===== config.mk =====
export PLATFORM = sky130hd
export DESIGN_NAME = init_stream_sink
export DESIGN_NICKNAME = d
export VERILOG_FILES = /design/src/rtl/init_stream_sink.sv
export SDC_FILE = /design/constraint.sdc
export NUM_CORES = 1
export LEC_CHECK = 0
export ABC_AREA = 1
export CORE_MARGIN = 2
export CORE_UTILIZATION = 53
export CTS_BUF_LIST = sky130_fd_sc_hd__clkbuf_4 sky130_fd_sc_hd__clkbuf_8
export CTS_CLUSTER_SIZE = 12
export DETAILED_ROUTE_END_ITERATION = 8
export DONT_BUFFER_PORTS = 1
export MAX_ROUTING_LAYER = met4
export PLACE_DENSITY = 0.76
export SKIP_CTS_REPAIR_TIMING = 1
export SYNTH_ARGS = -nofsm -noshare
export SYNTH_HDL_FRONTEND = slang
export SYNTH_SLANG_ARGS = --single-unit
export TNS_END_PERCENT = 50

===== constraint.sdc =====
create_clock -name clk -period 1.95 [get_ports clk]
set_input_delay 0.39 -clock clk [delete_from_list [all_inputs] [get_ports clk]]
set_output_delay 0.39 -clock clk [all_outputs]
set_load 0.005 [all_outputs]

===== src/rtl/init_stream_sink.sv =====
// init_stream_sink
// Locks onto a cyclic (address, data) initialization stream, writes exactly
// one full pass of entries 0..DEPTH-1 into an array write port, then hands
// the port over to the core. Core writes are stalled (and dropped) until the
// array is fully initialized. Sequence breaks set a sticky error and force a
// resync at address 0.
module init_stream_sink #(
  parameter int DEPTH = 256,
  parameter int AW    = 8,
  parameter int DW    = 40
) (
  input  logic          clk,
  input  logic          rst_ni,
  input  logic          init_valid_i,
  input  logic [AW-1:0] init_addr_i,
  input  logic [DW-1:0] init_data_i,
  output logic          init_ready_o,
  input  logic          restart_i,
  input  logic          core_we_i,
  input  logic [AW-1:0] core_addr_i,
  input  logic [DW-1:0] core_data_i,
  output logic          core_stall_o,
  output logic          mem_we_o,
  output logic [AW-1:0] mem_addr_o,
  output logic [DW-1:0] mem_data_o,
  output logic          init_done_o,
  output logic          init_err_o,
  output logic [AW:0]   init_count_o
);

  localparam logic [1:0]    ST_WAIT_ZERO = 2'd0;
  localparam logic [1:0]    ST_FILL      = 2'd1;
  localparam logic [1:0]    ST_DONE      = 2'd2;

  localparam logic [AW-1:0] ZERO_ADDR    = {AW{1'b0}};
  localparam logic [AW-1:0] LAST_ADDR    = AW'(DEPTH - 1);
  localparam logic [AW:0]   ZERO_COUNT   = {(AW+1){1'b0}};
  localparam logic [AW:0]   ONE_COUNT    = (AW+1)'(1);
  localparam logic [AW:0]   FULL_COUNT   = (AW+1)'(DEPTH);
  // After the entry-0 beat a single-entry array is already complete.
  localparam logic [1:0]    ST_AFTER_ZERO = (DEPTH == 1) ? ST_DONE : ST_FILL;

  logic [1:0]    state_r;
  logic [AW:0]   count_r;
  logic          mem_we_r;
  logic [AW-1:0] mem_addr_r;
  logic [DW-1:0] mem_data_r;
  logic          done_r;
  logic          err_r;

  logic [1:0]    state_s;
  logic [AW:0]   count_s;
  logic          err_s;
  logic          done_s;
  logic          we_s;
  logic [AW-1:0] waddr_s;
  logic [DW-1:0] wdata_s;
  logic [AW-1:0] exp_addr_s;

  assign exp_addr_s   = count_r[AW-1:0];
  assign init_ready_o = (state_r != ST_DONE);
  assign core_stall_o = (state_r != ST_DONE);
  assign mem_we_o     = mem_we_r;
  assign mem_addr_o   = mem_addr_r;
  assign mem_data_o   = mem_data_r;
  assign init_done_o  = done_r;
  assign init_err_o   = err_r;
  assign init_count_o = count_r;

  // Next-state, count, error and write-port selection; restart wins over all.
  always_comb begin
    state_s = state_r;
    count_s = count_r;
    err_s   = err_r;
    we_s    = 1'b0;
    waddr_s = mem_addr_r;
    wdata_s = mem_data_r;
    if (restart_i) begin
      state_s = ST_WAIT_ZERO;
      count_s = ZERO_COUNT;
      err_s   = 1'b0;
    end else begin
      case (state_r)
        ST_WAIT_ZERO: begin
          if (init_valid_i && (init_addr_i == ZERO_ADDR)) begin
            we_s    = 1'b1;
            waddr_s = init_addr_i;
            wdata_s = init_data_i;
            count_s = ONE_COUNT;
            state_s = ST_AFTER_ZERO;
          end else begin
            state_s = ST_WAIT_ZERO;
          end
        end
        ST_FILL: begin
          if (!init_valid_i) begin
            state_s = ST_FILL;
          end else if (init_addr_i == exp_addr_s) begin
            we_s    = 1'b1;
            waddr_s = init_addr_i;
            wdata_s = init_data_i;
            if (init_addr_i == LAST_ADDR) begin
              count_s = FULL_COUNT;
              state_s = ST_DONE;
            end else begin
              count_s = count_r + ONE_COUNT;
            end
          end else if (init_addr_i == ZERO_ADDR) begin
            // Stream restarted under us: take entry 0 and refill from there.
            we_s    = 1'b1;
            waddr_s = init_addr_i;
            wdata_s = init_data_i;
            err_s   = 1'b1;
            count_s = ONE_COUNT;
          end else begin
            err_s   = 1'b1;
            count_s = ZERO_COUNT;
            state_s = ST_WAIT_ZERO;
          end
        end
        ST_DONE: begin
          if (core_we_i) begin
            we_s    = 1'b1;
            waddr_s = core_addr_i;
            wdata_s = core_data_i;
          end else begin
            we_s    = 1'b0;
          end
        end
        default: begin
          state_s = ST_WAIT_ZERO;
          count_s = ZERO_COUNT;
        end
      endcase
    end
    done_s = (state_s == ST_DONE);
  end

  // State, count and status registers.
  always_ff @(posedge clk or negedge rst_ni) begin
    if (!rst_ni) begin
      state_r <= ST_WAIT_ZERO;
      count_r <= ZERO_COUNT;
      done_r  <= 1'b0;
      err_r   <= 1'b0;
    end else begin
      state_r <= state_s;
      count_r <= count_s;
      done_r  <= done_s;
      err_r   <= err_s;
    end
  end

  // Registered array write port; address/data hold when no write is issued.
  always_ff @(posedge clk or negedge rst_ni) begin
    if (!rst_ni) begin
      mem_we_r   <= 1'b0;
      mem_addr_r <= ZERO_ADDR;
      mem_data_r <= {DW{1'b0}};
    end else begin
      mem_we_r   <= we_s;
      mem_addr_r <= waddr_s;
      mem_data_r <= wdata_s;
    end
  end

endmodule


# Word-level counts from Yosys, hierarchy flattened
# Cells that the tools add are included.
# word_totals
ff_bits,62
elab_cells,69
in_bits,101
# op_classes
n_addsub,1
n_mux,37
bitwise,1
reduce_logical,9
n_eq_ne,14
# ops
operator,count
$mux W40,5
$pmux W40 S3,1
$mux W9,5
$mux W8,5
$pmux W9 S3,1
$pmux W8 S3,1
$mux W1,12
$ne A2 B2 Y1 const B,6
$mux W2,5
$add A9 B1 Y9 const B,1
$ne A3 B3 Y1 const B,3
$eq A8 B8 Y1,1
$eq A8 B8 Y1 const B,1
$logic_not A8 Y1,1
$pmux W2 S3,1
$reduce_and A3 Y1,2
$reduce_and A6 Y1,1
$eq A2 B2 Y1 const B,2
$reduce_bool A2 Y1,2
$pmux W1 S3,1
$reduce_bool A3 Y1,1
$eq A2 B1 Y1 const B,1
$logic_not A2 Y1,1
$logic_and A1 B1 Y1,1
$not A1 Y1,1

# Depth between registers and ports, before layout
# logic_depth
word_depth,7
ltp_mapped,13
depth_no_buf,11

# Least setup slack after synthesis
# OpenSTA, ideal clock, no wires.
# synth_path
path_type,reg2reg
startpoint,"reg count_r[2], in the netlist init_count_o[2]"
endpoint,"reg mem_addr_r[0], in the netlist mem_addr_o[0]"
path_stages_with_launch,12
synth_period_minus_slack_ns,1.624
setup_slack_ns,0.326
arrival_time_ns,1.507
path_cell_list,dfrtp_1 -> buf_2 -> xnor2_1 -> nand2_1 -> nor2_2 -> nand2_4 -> nand3_2 -> nand2_2 -> buf_6 -> buf_6 -> nand2_1 -> nand2_1
# synth_between
elab_chain_len,4
elab_cells_between_ends,6
cone_classes,eq/ne (2); mux (3); reduce/logical (1)
# synth_lines
element,line_no,rtl
"start, declared",44,logic [AW:0] count_r;
"start signal, assigned",148,count_r <= count_s;
$eq A8 B8 Y1 (*),98,end else if (init_addr_i == exp_addr_s) begin
$mux W8,98,
$mux W8,96,if (!init_valid_i) begin
$pmux W8 S3,83,case (state_r)
"end signal, assigned",162,mem_addr_r <= waddr_s;
"end, declared",46,logic [AW-1:0] mem_addr_r;
# Mark *: on every way between the ends. The rest lies on a longest branch, timed or not. The select of a mux whose other input is x is not followed.
# A chain may end at the register's enable or synchronous reset.

# Worst setup path after layout
# layout_path
startpoint,reg state_r[1]
endpoint,out core_stall_o
# layout_between
elab_chain_len,1
# layout_lines
element,line_no,rtl
"start, declared",43,logic [1:0] state_r;
"start signal, assigned",147,state_r <= state_s;
$ne A2 B2 Y1,62,assign core_stall_o = (state_r != ST_DONE);
"end, declared",22,"output logic core_stall_o,"
# No other way between the ends.

==> run metrics <==
status finished, final reports clean; Total Neg Setup Slack 0 ns; Final Cycle Share 0.9203; area of the multi-input gates about 0.0018 mm^2; endpoint class of the critical path primary output; Worst EP arrival 1.40 ns; DRC viols 0; DR iter-0 viols 240; Root Buffer Master clkbuf_8; DP Worst Slack around 0.23 ns; crit path launch type flop; R2R Setup Slk 0.23 ns; critical path startpoint state_r[1]; ant diodes 0; Total Routing Usage GR 0.2548; DR vias 3422; Critical Path Fanout Max 44; async set or reset register ratio after synthesis 1.000; first-pass GRT wire length 14.71 mm; Initial Utilization 0.5438; Critical Setup Path Class reg2out; post-synthesis sequential area ratio 0.4247; syn_nets 651; Top FF cell, synth dfrtp_1; Setup WS post-layout roughly 0.16 ns; post-synthesis instance total 549; pin count of the biggest net entering global routing 63; worst hold path class in2reg; FMAX 557.2 MHz; post-layout util 0.5942; number of port buffers 0; Worst Tran Pin Value 0.4931 ns; setup repair after global routing missed its margin false; fin crit period 1.795 ns; synth cell count leaders nand2_1, nand3_1, dfrtp_1, inv_1, nor2_1; routed vias/inst 5.372; Setup violations, final 0; fraction of layout cells with a size suffix above 1 0.08438; Pwr per Cell Area 719.4 mW/mm^2; GPL Wtd Cong 0.8917; post-DR wirelength/cell 14.80 um; mapped cell area 0.003654 mm^2; Area Overhead vs Synth 9.281%; fin area 0.003993 mm^2; row count 30; First-pass DRT Iterations 7; I/O pin cnt 163; area of placed instances 0.003736 mm^2; # fillers between 600 and 700; Area contributors post-synth dfrtp_1, nand2_1, nand3_1; average cell area after synthesis 6.655 um^2; count of different cell masters after synthesis 27; Slew headroom 0.6712; DRT antenna net count 0; Die ar. 0.007573 mm^2; final hold viol count 0; TritonCTS clock tree done; H-tree Lvls 3; Synth Register Bits 62; Final Skew 0.01596 ns; vias in the first global route 3144; Yosys top cell by area dfrtp_1; Hold Slack 0.1116 ns; FF-to-FF End init_count_o[8]; worst r2r path cells 9; Die X-Extent 87.03 um; Leakage Power 0.002242 uW; clk buf depth 2; CTS Buf Count 9; Storage cell area 0.001551 mm^2; Post-synth EDFFs 0; clock-pin slew on the worst setup and hold paths about 0.070 ns; initial antenna violation count 0; latest clock arrival within the worst-skew pair 0.34 ns; clock sinks 62; max-cap viol count 0; Peak VDD IR 0.3465 mV; Critical Path RT roughly 1.6 ns; DRT Wirelength roughly 9.4 mm; Final nets 654; dpl hpwl 6.764 mm; max-slew violation count 0; Vert. Die Dim 87.03 um; most frequent cell after synthesis nand2_1; final global-route overflow total 0; FF-to-FF Start init_count_o[1]; CORE AREA 0.006719 mm^2; Ys Warns 0; top cell type's share of synthesized area 0.4247; crit path to core_stall_o
[metrics by stage]
step	total power [uW]	cells
2_1_floorplan	1608	549
3_3_place_gp	1655	619
3_5_place_dp	1665	619
4_1_cts	2878	635
5_1_grt	3001	637
6_report	2872	637
[critical path: stages, from the launching register on]
cell	delay, ns
dfrtp_1	0.45
inv_2	0.12
nor2_4	0.04
inv_2	0.12
buf_6	0.30
[layout make-up]
| type | count | area share |
|---|---|---|
| inverters | 29 | 0.02726 |
| clock inverters | 5 | 0.01598 |
| repair buffers | 20 | 0.04419 |
| clock buffers | 11 | 0.03792 |
| well taps | 80 | 0.02507 |
| multi-input cells | 430 | 0.4610 |
| flip-flops and latches | 62 | 0.3886 |
[layer usage]
layer  up-vias  share of wire  GRT usage
met5         -              0          -
met3        17          0.069    0.07204
li1       1715              -          -
met1      1573           0.42     0.3030
met4         0          0.022    0.09801
met2       117           0.49     0.4101
[registers in the layout (all words and copies together), names as in the netlist]
signal	cells
state_r	2
init_err_o	1
mem_we_o	1
init_done_o	1
init_count_o	9
mem_data_o	40
mem_addr_o	8
[power breakdown]
group,internal [uW],switching [uW],leakage (uW)
clock network,671,530,0.000107
logic,76.9,126,0.00130
registers,1380,84.8,0.000834
[worst min path at each step]
stage	startpoint	to	cells past startpoint
final	restart_i	state_r[0]	1
after global routing	restart_i	init_err_o	1
after CTS	rst_ni	mem_data_o[11]	0
after detailed placement	rst_ni	mem_data_o[0]	0
after global placement	rst_ni	mem_data_o[0]	0
after floorplan	rst_ni	init_count_o[0]	0
[cell usage in the layout, fill, tap and decap left out, types with 2 or more instances in the layout]
cell type / Yosys / routed
inv_2: 4 / 4
buf_4: 7 / 17
inv_1: 24 / 24
xnor2_1: 5 / 5
inv_6: 0 / 2
nor2_1: 24 / 24
nand2_1: 299 / 299
nand3_1: 69 / 69
xor2_1: 2 / 2
nor2_4: 3 / 3
nor3_1: 3 / 3
dfrtp_1: 62 / 62
nand4_1: 6 / 6
a21oi_1: 4 / 4
a21boi_0: 2 / 2
clkbuf_8: 0 / 11
o21ai_0: 6 / 6
[cells by family after synthesis]
kind of cell | count (synthesis) | synth area share
compound gates | 14 | 0.02226
xor+xnor | 7 | 0.01678
fa+ha+maj | 1 | 0.003424
buf+inv | 57 | 0.07363
flops | 62 | 0.4247
simple gates | 408 | 0.4592
Power figures use the tool's default switching activity.
